### src/rtl/zero_run_detect_pkg.sv
// Shared definitions for the zero-run detector.
// State codes and default parameters.
package zero_run_detect_pkg;

  localparam int DEF_WIDTH   = 3;
  localparam int DEF_RUN_LEN = 4;
  localparam int DEF_CNT_W   = 8;

  typedef enum logic [1:0] {
    ST_IDLE = 2'b00,
    ST_RUN  = 2'b01,
    ST_HIT  = 2'b10
  } state_t;

endpackage

### src/rtl/sat_counter.sv
// Up-counter with clear and optional saturation.
// clr and inc together load the value 1.
module sat_counter #(
  parameter int W = 8
) (
  input  logic         clk,
  input  logic         rst,
  input  logic         clr,
  input  logic         inc,
  input  logic         sat_en,
  output logic [W-1:0] cnt
);

  logic [W-1:0] base;
  logic         full;

  // Start from zero when clearing, else from the held value.
  always_comb begin
    base = clr ? '0 : cnt;
    full = sat_en && (base == '1);
  end

  // Count, holding at all-ones when saturation is enabled.
  always_ff @(posedge clk) begin
    if (rst) begin
      cnt <= '0;
    end else if (clr || inc) begin
      cnt <= (inc && !full) ? base + W'(1) : base;
    end
  end

endmodule

### src/rtl/zero_run_detect.sv
// Detects runs of RUN_LEN valid all-zero samples.
// Overlapping or segmented detection, counters out.
module zero_run_detect
  import zero_run_detect_pkg::*;
#(
  parameter int WIDTH   = DEF_WIDTH,
  parameter int RUN_LEN = DEF_RUN_LEN,
  parameter int CNT_W   = DEF_CNT_W
) (
  input  logic             clk,
  input  logic             rst,
  input  logic [WIDTH-1:0] inp,
  input  logic             inp_valid,
  input  logic             overlap,
  output logic             det,
  output logic [1:0]       outp,
  output logic [CNT_W-1:0] run_cnt,
  output logic [CNT_W-1:0] hit_cnt
);

  state_t           state;
  state_t           nxt;
  logic [CNT_W-1:0] seg;
  logic             vz;
  logic             vnz;
  logic             seg_clr;
  logic             seg_inc;
  logic             to_hit;

  // Qualify the sample as a valid zero or valid non-zero.
  always_comb begin
    vz  = inp_valid && (inp == '0);
    vnz = inp_valid && (inp != '0);
  end

  // Next state and segment-counter control.
  always_comb begin
    nxt     = state;
    seg_clr = 1'b0;
    seg_inc = 1'b0;
    to_hit  = 1'b0;
    if (vnz) begin
      seg_clr = 1'b1;
      nxt     = ST_IDLE;
    end else if (vz) begin
      unique case (state)
        ST_HIT: begin
          if (overlap) begin
            seg_inc = 1'b1;
            to_hit  = 1'b1;
            nxt     = ST_HIT;
          end else begin
            seg_clr = 1'b1;
            seg_inc = 1'b1;
            nxt     = ST_RUN;
          end
        end
        default: begin
          seg_inc = 1'b1;
          if (seg == CNT_W'(RUN_LEN - 1)) begin
            to_hit = 1'b1;
            nxt    = ST_HIT;
          end else begin
            nxt = ST_RUN;
          end
        end
      endcase
    end
  end

  // State register and registered detect pulse.
  always_ff @(posedge clk) begin
    if (rst) begin
      state <= ST_IDLE;
      det   <= 1'b0;
    end else begin
      state <= nxt;
      det   <= to_hit;
    end
  end

  assign outp = state;

  sat_counter #(.W(CNT_W)) u_run (
    .clk    (clk),
    .rst    (rst),
    .clr    (vnz),
    .inc    (vz),
    .sat_en (1'b1),
    .cnt    (run_cnt)
  );

  sat_counter #(.W(CNT_W)) u_seg (
    .clk    (clk),
    .rst    (rst),
    .clr    (seg_clr),
    .inc    (seg_inc),
    .sat_en (1'b1),
    .cnt    (seg)
  );

  sat_counter #(.W(CNT_W)) u_hit (
    .clk    (clk),
    .rst    (rst),
    .clr    (1'b0),
    .inc    (to_hit),
    .sat_en (1'b0),
    .cnt    (hit_cnt)
  );

endmodule

### config.mk
export PLATFORM = sky130hd
export DESIGN_NAME = zero_run_detect
export DESIGN_NICKNAME = d
export VERILOG_FILES = /design/src/rtl/zero_run_detect_pkg.sv /design/src/rtl/sat_counter.sv /design/src/rtl/zero_run_detect.sv
export SDC_FILE = /design/constraint.sdc
export NUM_CORES = 1
export LEC_CHECK = 0
export ABC_AREA = 1
export CAP_MARGIN = 20
export CORE_MARGIN = 2
export CORE_UTILIZATION = 50
export CTS_BUF_LIST = sky130_fd_sc_hd__clkbuf_8
export DETAILED_ROUTE_END_ITERATION = 6
export GPL_ROUTABILITY_DRIVEN = 0
export HOLD_SLACK_MARGIN = 0.08
export PLACE_DENSITY = 0.75
export RECOVER_POWER = 50
export SYNTH_ARGS = -nofsm -noshare
export SYNTH_HDL_FRONTEND = slang
export SYNTH_SLANG_ARGS = --single-unit
export TNS_END_PERCENT = 10
### constraint.sdc
create_clock -name clk -period 2.5 [get_ports clk]
set_input_delay 0.25 -clock clk [delete_from_list [all_inputs] [get_ports clk]]
set_output_delay 0.25 -clock clk [all_outputs]
set_load 0.01 [all_outputs]
==> summary.txt, run 1 <==
Run status
  • Status: finished, final reports clean

Clock tree
  • TritonCTS Buffers: 3
  • CTS Hold Bufs: 0
  • CTS Sinks: 27
  • Post-CTS Resized: 0
  • CTS tree: yes
  • Later-pin clock latency in the skew report: ~0.27 ns
  • Root buffer cell: clkbuf_8
  • Postcts setup bufs: 0
  • Clock buffer depth: 2
  • H-tree Lvls: 1
  • Clk slew on worst S/H paths: 0.10 ns

Yosys
  • Post-synth top cells: nand2_1 (55), dfxtp_1 (27), inv_1 (25), nor2_1 (22), nand3_1 (14)
  • Post-synth top area cell: dfxtp_1
  • Syn_area_per_cell: 7.10 sq um
  • Synthesis warning total: 0
  • Synth Net Count: roughly 240
  • Mapped Area: between 0.0015 and 0.002 sq mm
  • FF+latch count, synth: 27
  • EDFF count, synth: 0
  • Sequential share of the synthesized area: between 30% and 40%
  • Largest cells by area after synthesis: dfxtp_1 (34%), nand2_1 (13%), inv_1 (5.9%)
  • Prevailing post-synth register cell: dfxtp_1
  • Async SR Flop Fraction: 0%
  • Most common cell in the netlist: nand2_1
  • Synth cell types: 31
  • Synthesized instance count: about 230
  • Share of the synthesized area in the top cell type: between 30% and 40%

Detailed routing
  • Via density per instance: 4.82
  • WL final: roughly 3200 um
  • Drt pass-1 iters: 4
  • Wirelength per Cell: roughly 11 um
  • Drt first-iter violations: 64
  • Vias: roughly 1400
  • Final ANT Viol Nets: 0
  • DRC: 0

Pwr
  • PwrDens: 383 mW/mm^2
  • Worst IR drop on VDD: 235 uV
  • Power Total: roughly 0.00075 W
  • LEAKAGE: between 0.8 and 0.9 nW

Critical path
  • Worst reg2reg path depth: 14
  • Slowest stage delay, CP: ~0.41 ns
  • R2R setup slack: approximately 0.50 ns
  • Crit. End Element: flip-flop
  • Crit start category: primary input
  • CP Max Fanout: 7
  • CP arrival: 2.24 ns
  • Beginning of the worst register-to-register path: outp[0]
  • Slowest library cell on the worst path: clkdlybuf4s50_1
  • Cell Chain, Critical Path: clkdlybuf4s50_1 > inv_2 > nand2_1 > nor2_1 > nand2_1 > nand2_2 > inv_1 > nor2_1 > ha_1 > nand3_1 > nor2_4 > nand2_2 > nand2_4 > inv_2 > nand2_1 > a21oi_2
  • Worst EP required: 2.65 ns
  • Setup CP Type: in -> reg
  • Worst r2r dst: u_seg.cnt[2]
  • Crit path top cell by count: nand2_1

Die
  • Chip Width: roughly 61 um
  • Die Span Y: between 60 and 70 um
  • I/O pin cnt: 26
  • Die ar.: roughly 0.0037 sq mm
  • Core area: just over 0.003 sq mm
  • Starting Density: a little over half
  • Site Rows: 20

Global route
  • Pin count of the biggest net entering global routing: 17
  • Initial antenna violation count: 0
  • First-pass GRT wire length: around 5500 um
  • GR Util All Layers: between 10% and 20%
  • Grt total ovfl: 0
  • Vias in the first global route: 1257

Flow run
  • MaxCap Viol Count: 0

Final layout
  • Final #Nets: roughly 270
  • Layout cells sized above 1: around 16%
  • Fin area: around 0.002 sq mm
  • Layout area overhead: 21.4%
  • Fillers: 276
  • Antenna cells: 0

Timing
  • RSZ-0062 raised after global routing: no
  • Max Freq: approximately 480 MHz
  • Setup ws final: ~0.4 ns
  • Max-slew violations: 0
  • Max transition margin: about two thirds
  • Final min period: 2.09 ns
  • Setup TNS: 0 ns
  • Finish-stage setup viols: 0
  • Worst slew pin tran: slightly below 0.5 ns
  • Clk_skew: between 0.002 and 0.003 ns
  • Final period util: between 80% and 90%
  • Worst hold slack: roughly 0.48 ns
  • Fin. Hold Viols: 0

Placement
  • Detail Placement HPWL: 2400 um
  • DP Worst Slack: 0.146 ns
  • Placed inst area: around 0.0019 sq mm
  • # port buffers: 25

Min path
  • Worst Hold Class: reg -> reg
  • Hold_sp: u_run.cnt[0]
  • Number of cells on the worst hold path: 1
  • Hold Path Sink: u_run.cnt[0]
## kinds of logic (layout without fill, tap and decap cells)
family,after synthesis,count (layout),synth area share [%]
AOI/OAI and AO/OA,27,27,10.5
and+or+nand+nor,122,122,37.5
buffers and inverters,37,66,10.5
DFF,27,27,33.7
adders and majority gates,3,3,2.34
xor gates and xnor gates,10,10,5.46
## layer usage
layer  vias up  track usage [%]  share of wire [%]
met5         -                0                  0
met4         0             5.28               0.59
li1        777                -                  -
met1       629             28.3                 52
met2        33             29.5                 42
met3         2             3.20                5.1
## worst max-delay path, delay by kind of cell
kind / cells / cell delay, ns
AO/OA/AOI/OAI: 1 / 0.05
AND/OR/NAND/NOR: 10 / 1.13
adder cells (fa/ha/maj): 1 / 0.20
buffers and inverters: 4 / 0.61
## power breakdown
part / switching (W) / total [W] / internal, W
clock: 0.000142 / 0.000255 / 0.000113
combinational: 0.0000346 / 0.0000571 / 0.0000225
sequential: 0.00000170 / 0.000433 / 0.000432
total: 0.000178 / 0.000745 / 0.000567
## state kept, by name, indices dropped and copies added (netlist names)
signal     flops
outp           2
det            1
u_hit.cnt      8
u_seg.cnt      8
u_run.cnt      8
## cell usage in the layout (no fill, tap or decap)
| cell | netlist | final |
|---|---|---|
| nand3_2 | 3 | 2 |
| nand3_4 | 1 | 1 |
| clkinvlp_4 | 0 | 1 |
| xnor2_1 | 5 | 5 |
| nor2_1 | 22 | 23 |
| nand2_2 | 8 | 8 |
| nor2_2 | 3 | 2 |
| and3_1 | 1 | 1 |
| xor2_1 | 5 | 5 |
| clkinv_4 | 1 | 1 |
| nand4_1 | 5 | 5 |
| nand2_4 | 1 | 1 |
| nor3_1 | 3 | 3 |
| dfxtp_1 | 27 | 27 |
| a21oi_1 | 11 | 11 |
| nand3_1 | 14 | 15 |
| a21oi_2 | 8 | 8 |
| clkinvlp_2 | 0 | 1 |
| o21ai_1 | 2 | 2 |
| nand4_2 | 1 | 1 |
| ha_1 | 3 | 3 |
| o21ai_0 | 4 | 4 |
| inv_2 | 5 | 4 |
| nor2_4 | 1 | 1 |
| o21bai_1 | 1 | 1 |
| nand3b_1 | 3 | 3 |
| clkdlybuf4s50_1 | 0 | 6 |
| dlygate4sd3_1 | 0 | 19 |
| nand2_1 | 55 | 55 |
| clkbuf_8 | 0 | 3 |
| inv_1 | 25 | 26 |
| buf_4 | 0 | 5 |
| nor3_4 | 1 | 1 |
| a31oi_1 | 1 | 1 |
## worst max path at each step
| stage | start | endpoint | slack [ns] | cells past startpoint |
|---|---|---|---|---|
| floorplan | inp[1] | u_run.cnt[0] | 0.60 | 15 |
| global placement | inp[1] | u_seg.cnt[2] | 0.15 | 16 |
| detailed placement | inp[1] | u_seg.cnt[2] | 0.15 | 16 |
| CTS | inp[0] | u_seg.cnt[2] | 0.44 | 16 |
| global route | inp[1] | u_seg.cnt[0] | 0.19 | 16 |
| finish | inp[0] | u_seg.cnt[2] | 0.41 | 16 |
## metrics by stage
stage                     instances  util (%)
after floorplan                 226         -
after global placement          295      62.4
after detailed placement        295      62.4
after CTS                       299      64.0
after global routing            299      63.8
final                           299      63.8
## area by class of cell
type	count	area, sq um	area share (%)
clock buffer	3	41.3	2.12
clock inverter	1	7.51	0.386
inverter	32	126	6.49
multi-input combinational	162	888	45.6
sequential	27	541	27.8
tap	44	55.1	2.83
timing repair buffer	30	288	14.8
Power figures use the tool's default switching activity.
==> inputs of run 2 (changes only) <==
--- a/config.mk
+++ b/config.mk
@@ -13,7 +13,7 @@
 export DETAILED_ROUTE_END_ITERATION = 6
 export GPL_ROUTABILITY_DRIVEN = 0
 export HOLD_SLACK_MARGIN = 0.08
-export PLACE_DENSITY = 0.75
+export PLACE_DENSITY = 0.78
 export RECOVER_POWER = 50
 export SYNTH_ARGS = -nofsm -noshare
 export SYNTH_HDL_FRONTEND = slang
==> constraint.sdc (replaced) <==
create_clock -name clk -period 1.86 [get_ports clk]
set_input_delay 0.186 -clock clk [delete_from_list [all_inputs] [get_ports clk]]
set_output_delay 0.186 -clock clk [all_outputs]
set_load 0.01 [all_outputs]
==> summary.txt, run 2 (synthesized netlist as in run 1, its figures left out) <==
Clock tree
  • CTS tree: yes
  • Clock buffer depth: 2
  • CTS Sinks: 27
  • Later-pin clock latency in the skew report: between 0.2 and 0.3 ns
  • TritonCTS Buffers: 3
  • Root buffer cell: clkbuf_8
  • Clk slew on worst S/H paths: 0.09 ns
  • H-tree Lvls: 1

Timing
  • Max Freq: 566 MHz
  • Final period util: 95.0%
  • Finish-stage setup viols: 0
  • Worst slew pin tran: 0.275 ns
  • Fin. Hold Viols: 0
  • Max-slew violations: 0
  • Max transition margin: between 80% and 90%
  • Final min period: ~1.8 ns
  • Clk_skew: about 0.0016 ns

Pwr
  • PwrDens: roughly 450 mW/mm^2
  • LEAKAGE: about 0.96 nW
  • Worst IR drop on VDD: approximately 390 uV

Detailed routing
  • Final ANT Viol Nets: 0
  • WL final: 3890 um
  • Drt pass-1 iters: 4
  • DRC: 0
  • Via density per instance: 4.97
  • Vias: between 1500 and 2000
  • Wirelength per Cell: between 10 and 15 um
  • Drt first-iter violations: 64

Final layout
  • Top Registers: u_hit.cnt: 8 flops, u_run.cnt: 8 flops, u_seg.cnt: 8 flops
  • Most frequent cells in the layout: nand2_1 (51), dfxtp_1 (26), inv_1 (23), buf_4 (23), nor2_1 (19)
  • FF+latch area: approximately 540 sq um
  • Layout cells sized above 1: approximately 29%
  • Most common cell after layout, fill and taps aside: nand2_1
  • Fin area: about 0.0022 sq mm
  • Area of the multi-input gates: 998 sq um
  • Post-Route Utilization: ~73%
  • Final #Nets: approximately 290
  • Antenna cells: 0
  • Layout area overhead: 39.0%
  • Fillers: 254

Die
  • Die ar.: 0.00368 sq mm
  • Core area: slightly above 0.003 sq mm
  • Chip Width: around 61 um
  • I/O pin cnt: 26
  • Die Span Y: slightly above 60 um
  • Starting Density: 52.5%
  • Site Rows: 20

Global route
  • Vias in the first global route: about 1300
  • GR Util met3: between 3 and 4%
  • Met2 Use GR: between 30% and 40%
  • Met1 GRT Util: 27.9%
  • Grt total ovfl: 0
  • Pin count of the biggest net entering global routing: 15
  • Initial antenna violation count: 0
  • GRT busiest layer: met2
  • First-pass GRT wire length: 5680 um
  • GR Util All Layers: about a fifth

Critical path
  • CP Max Fanout: 7
  • Worst EP required: just over 2 ns
  • Crit start category: primary input
  • Setup CP Type: in -> reg
  • CP arrival: 1.94 ns
  • Crit. End Element: flip-flop

Min path
  • Worst Hold Class: reg -> reg

Flow run
  • MaxCap Viol Count: 0

Placement
  • # port buffers: 25
  • Detail Placement HPWL: ~2600 um
  • Placed inst area: approximately 0.0020 sq mm

Run status
  • Status: finished, final reports clean
[run 2: cell type report]
cell class	instances	area share (%)
multi-input cells	162	44.8
flip-flops and latches	27	24.3
repair buffers	50	20.0
inverters	32	6.23
well taps	44	2.47
clock buffers	3	1.85
repair inverters	1	0.224
clock inverters	1	0.168
[run 2: worst max-delay path: stages]
cell and delay (ns):
clkdlybuf4s50_1 0.48, nand3b_1 0.15, nand2_1 0.08, nand2_2 0.09
inv_2 0.06, nor2_4 0.13, ha_4 0.17, nand3_4 0.09
nor2_4 0.11, nand2_2 0.08, nand2_4 0.12, inv_4 0.06
nand2_1 0.08, a21oi_2 0.05
[run 2: final timing paths]
check / start / end / slack, ns / cells after the start
max: overlap / u_seg.cnt[7] / 0.09 / 14
min: u_run.cnt[0] / u_run.cnt[0] / 0.46 / 1
max reg2reg: outp[0] / u_seg.cnt[7] / 0.12 / 14
min reg2reg: u_run.cnt[0] / u_run.cnt[0] / 0.46 / 1
[run 2: where the power goes]
group          total [W]  internal, W  switching (W)
registers       0.000582     0.000580     0.00000212
logic           0.000104    0.0000436      0.0000602
clock network   0.000328     0.000148       0.000180
total            0.00101     0.000772       0.000243
[run 2: what timing repair did]
action / 4_1_cts / 5_1_grt
setup endpoints to repair: 14 / 16
resized for setup: 6 / 29
pin swaps: 0 / 15
hold buffers: 0 / 0
endpoints found under the hold margin: 0 / 0
gates cloned: 0 / 1
buffers inserted: 0 / 5
[run 2: metal layers]
| layer | up-vias | wire [um] |
|---|---|---|
| met5 | - | 0 |
| met2 | 31 | 1830 |
| met1 | 733 | 1880 |
| met4 | 0 | 43 |
| met3 | 5 | 142 |
| li1 | 820 | - |
[run 2: metrics by stage]
stage | power (W) | setup WS, ns | hold WS (ns) | TNS (ns) | cells
2_1_floorplan | 0.000644 | 0.0254 | 0.348 | 0 | 226
3_3_place_gp | 0.000682 | -0.304 | 0.442 | -3.70 | 310
3_5_place_dp | 0.000683 | -0.344 | 0.448 | -4.53 | 310
4_1_cts | 0.00100 | 0.00566 | 0.460 | 0 | 314
5_1_grt | 0.00104 | -0.00454 | 0.498 | -0.00462 | 320
6_report | 0.00101 | 0.0923 | 0.464 | 0 | 320
==> inputs of run 3 (changes only) <==
--- a/config.mk
+++ b/config.mk
@@ -7,13 +7,15 @@
 export LEC_CHECK = 0
 export ABC_AREA = 1
 export CAP_MARGIN = 20
-export CORE_MARGIN = 2
-export CORE_UTILIZATION = 50
+export CELL_PAD_IN_SITES_DETAIL_PLACEMENT = 0
+export CELL_PAD_IN_SITES_GLOBAL_PLACEMENT = 2
+export CORE_MARGIN = 4
+export CORE_UTILIZATION = 28
 export CTS_BUF_LIST = sky130_fd_sc_hd__clkbuf_8
 export DETAILED_ROUTE_END_ITERATION = 6
 export GPL_ROUTABILITY_DRIVEN = 0
 export HOLD_SLACK_MARGIN = 0.08
-export PLACE_DENSITY = 0.78
+export PLACE_DENSITY_LB_ADDON = 0.1
 export RECOVER_POWER = 50
 export SYNTH_ARGS = -nofsm -noshare
 export SYNTH_HDL_FRONTEND = slang
==> summary.txt, run 3 (synthesized netlist as in run 1, its figures left out) <==
Pwr
  • LEAKAGE: ~0.94 nW
  • Worst IR drop on VDD: 256 uV
  • Power Total: ~0.0010 W
  • PwrDens: 456 mW/mm^2

Die
  • Core area: about 0.0055 sq mm
  • Site Rows: 27
  • Die ar.: between 0.007 and 0.008 sq mm
  • Chip Width: ~84 um
  • I/O pin cnt: 26
  • Die Span Y: ~84 um
  • Starting Density: 29.0%

Final layout
  • Final #Nets: between 200 and 300
  • Most frequent cells in the layout: nand2_1 (50), dfxtp_1 (26), buf_4 (26)
  • Fin area: around 0.0023 sq mm
  • Antenna cells: 0
  • Most common cell after layout, fill and taps aside: nand2_1
  • Layout area overhead: 42.2%
  • FF+latch area: roughly 540 sq um
  • Layout cells sized above 1: between 20% and 30%
  • Top Registers: u_hit.cnt: 8 flops, u_run.cnt: 8 flops, u_seg.cnt: 8 flops
  • Post-Route Utilization: between 40% and 50%
  • Fillers: between 500 and 600
  • Area of the multi-input gates: 996 sq um

Detailed routing
  • WL final: between 4000 and 5000 um
  • Final ANT Viol Nets: 0
  • Drt pass-1 iters: 4
  • Drt first-iter violations: 21
  • DRC: 0
  • Vias: around 1500
  • Wirelength per Cell: between 10 and 15 um
  • Via density per instance: 4.30

Critical path
  • Setup CP Type: in -> reg
  • R2R setup slack: ~0.12 ns
  • Worst reg2reg path depth: 14
  • Cell Chain, Critical Path: dlygate4sd3_1 > buf_4 > nand2_4 > inv_2 > nor2_4 > ha_4 > nand3_4 > nor2_4 > nand2_2 > nand2_4 > inv_6 > nand2_1 > a21oi_2
  • CP arrival: 1.95 ns
  • Crit start category: primary input
  • Slowest stage delay, CP: approximately 0.56 ns
  • Slowest library cell on the worst path: dlygate4sd3_1
  • Crit. Startpoint: inp_valid
  • CP Max Fanout: 7
  • Crit. End Element: flip-flop
  • Worst r2r dst: u_seg.cnt[4]
  • Critical Path Sink: u_seg.cnt[4]
  • Worst EP required: between 2 and 2.5 ns
  • Beginning of the worst register-to-register path: outp[0]

Clock tree
  • H-tree Lvls: 1
  • Clock buffer depth: 2
  • Root buffer cell: clkbuf_8
  • CTS tree: yes
  • TritonCTS Buffers: 3
  • Clk slew on worst S/H paths: 0.11 ns
  • Later-pin clock latency in the skew report: roughly 0.28 ns
  • CTS Sinks: 27

Min path
  • Worst Hold Class: in -> reg

Global route
  • Vias in the first global route: approximately 1400
  • First-pass GRT wire length: ~6600 um
  • Met2 Use GR: around a fifth
  • Initial antenna violation count: 0
  • Pin count of the biggest net entering global routing: 17
  • Grt total ovfl: 0
  • GR Util All Layers: a little under an eighth
  • GRT busiest layer: met2
  • GR Util met3: 2.76%
  • Met1 GRT Util: 13.9%

Timing
  • Final period util: a little over nine tenths
  • Max Freq: 563 MHz
  • Worst hold slack: approximately 0.44 ns
  • Clk_skew: a little over 0.007 ns
  • Finish-stage setup viols: 0
  • Final min period: around 1.8 ns
  • Fin. Hold Viols: 0
  • Max-slew violations: 0
  • Max transition margin: about 79%
  • Worst slew pin tran: roughly 0.31 ns
  • Setup ws final: around 0.084 ns

Placement
  • DP Worst Slack: -0.412 ns
  • Placed inst area: between 0.002 and 0.0025 sq mm
  • # port buffers: 25
  • Detail Placement HPWL: 3060 um

Run status
  • Status: finished, final reports clean

Flow run
  • MaxCap Viol Count: 0
-- run 3: worst min-delay path by stage --
stage,startpoint,endpoint,slack [ns],cells after the start
6_report,inp[0],outp[1],0.44,7
5_1_grt,inp[2],outp[1],0.48,6
4_1_cts,u_run.cnt[0],u_run.cnt[0],0.47,1
3_5_place_dp,u_run.cnt[0],u_run.cnt[0],0.46,1
3_3_place_gp,u_run.cnt[0],u_run.cnt[0],0.45,1
2_1_floorplan,inp_valid,outp[0],0.35,2
-- run 3: final cells by class --
type	count	share of cell area (%)
inverters	32	5.98
repair buffers	53	20.5
multi-input cells	162	43.7
flip-flops and latches	27	23.8
clock inverters	1	0.329
well taps	72	3.95
clock buffers	3	1.81
-- run 3: report_power, final --
group / switching, W / total (W) / internal [W]
clock network: 0.000205 / 0.000357 / 0.000152
registers: 0.00000203 / 0.000582 / 0.000580
logic: 0.0000583 / 0.000101 / 0.0000428
total: 0.000265 / 0.00104 / 0.000776
-- run 3: what timing repair did --
item | in CTS | in global routing
pin swaps | 2 | 10
hold buffers | 0 | 0
setup endpoints to repair | 8 | 16
gates resized for setup | 5 | 29
buffers inserted | 0 | 3
-- run 3: layer usage --
metal | part of all wire, % | vias to the layer above
met5 | 0 | -
met4 | 0.62 | 0
met3 | 2.9 | 2
met2 | 50 | 14
met1 | 46 | 670
li1 | - | 819
-- run 3: stage by stage --
step	TNS [ns]	std cells
2_1_floorplan	0	226
3_3_place_gp	-4.47	343
3_5_place_dp	-4.81	343
4_1_cts	0	347
5_1_grt	-0.0696	350
6_report	0	350
-- run 3: worst max-delay path: cells and delay by family --
kind | cells | cell delay, ns
buffers and inverters | 4 | 0.84
and+or+nand+nor | 7 | 0.70
adders and majority gates | 1 | 0.17
AOI/OAI and AO/OA | 1 | 0.05
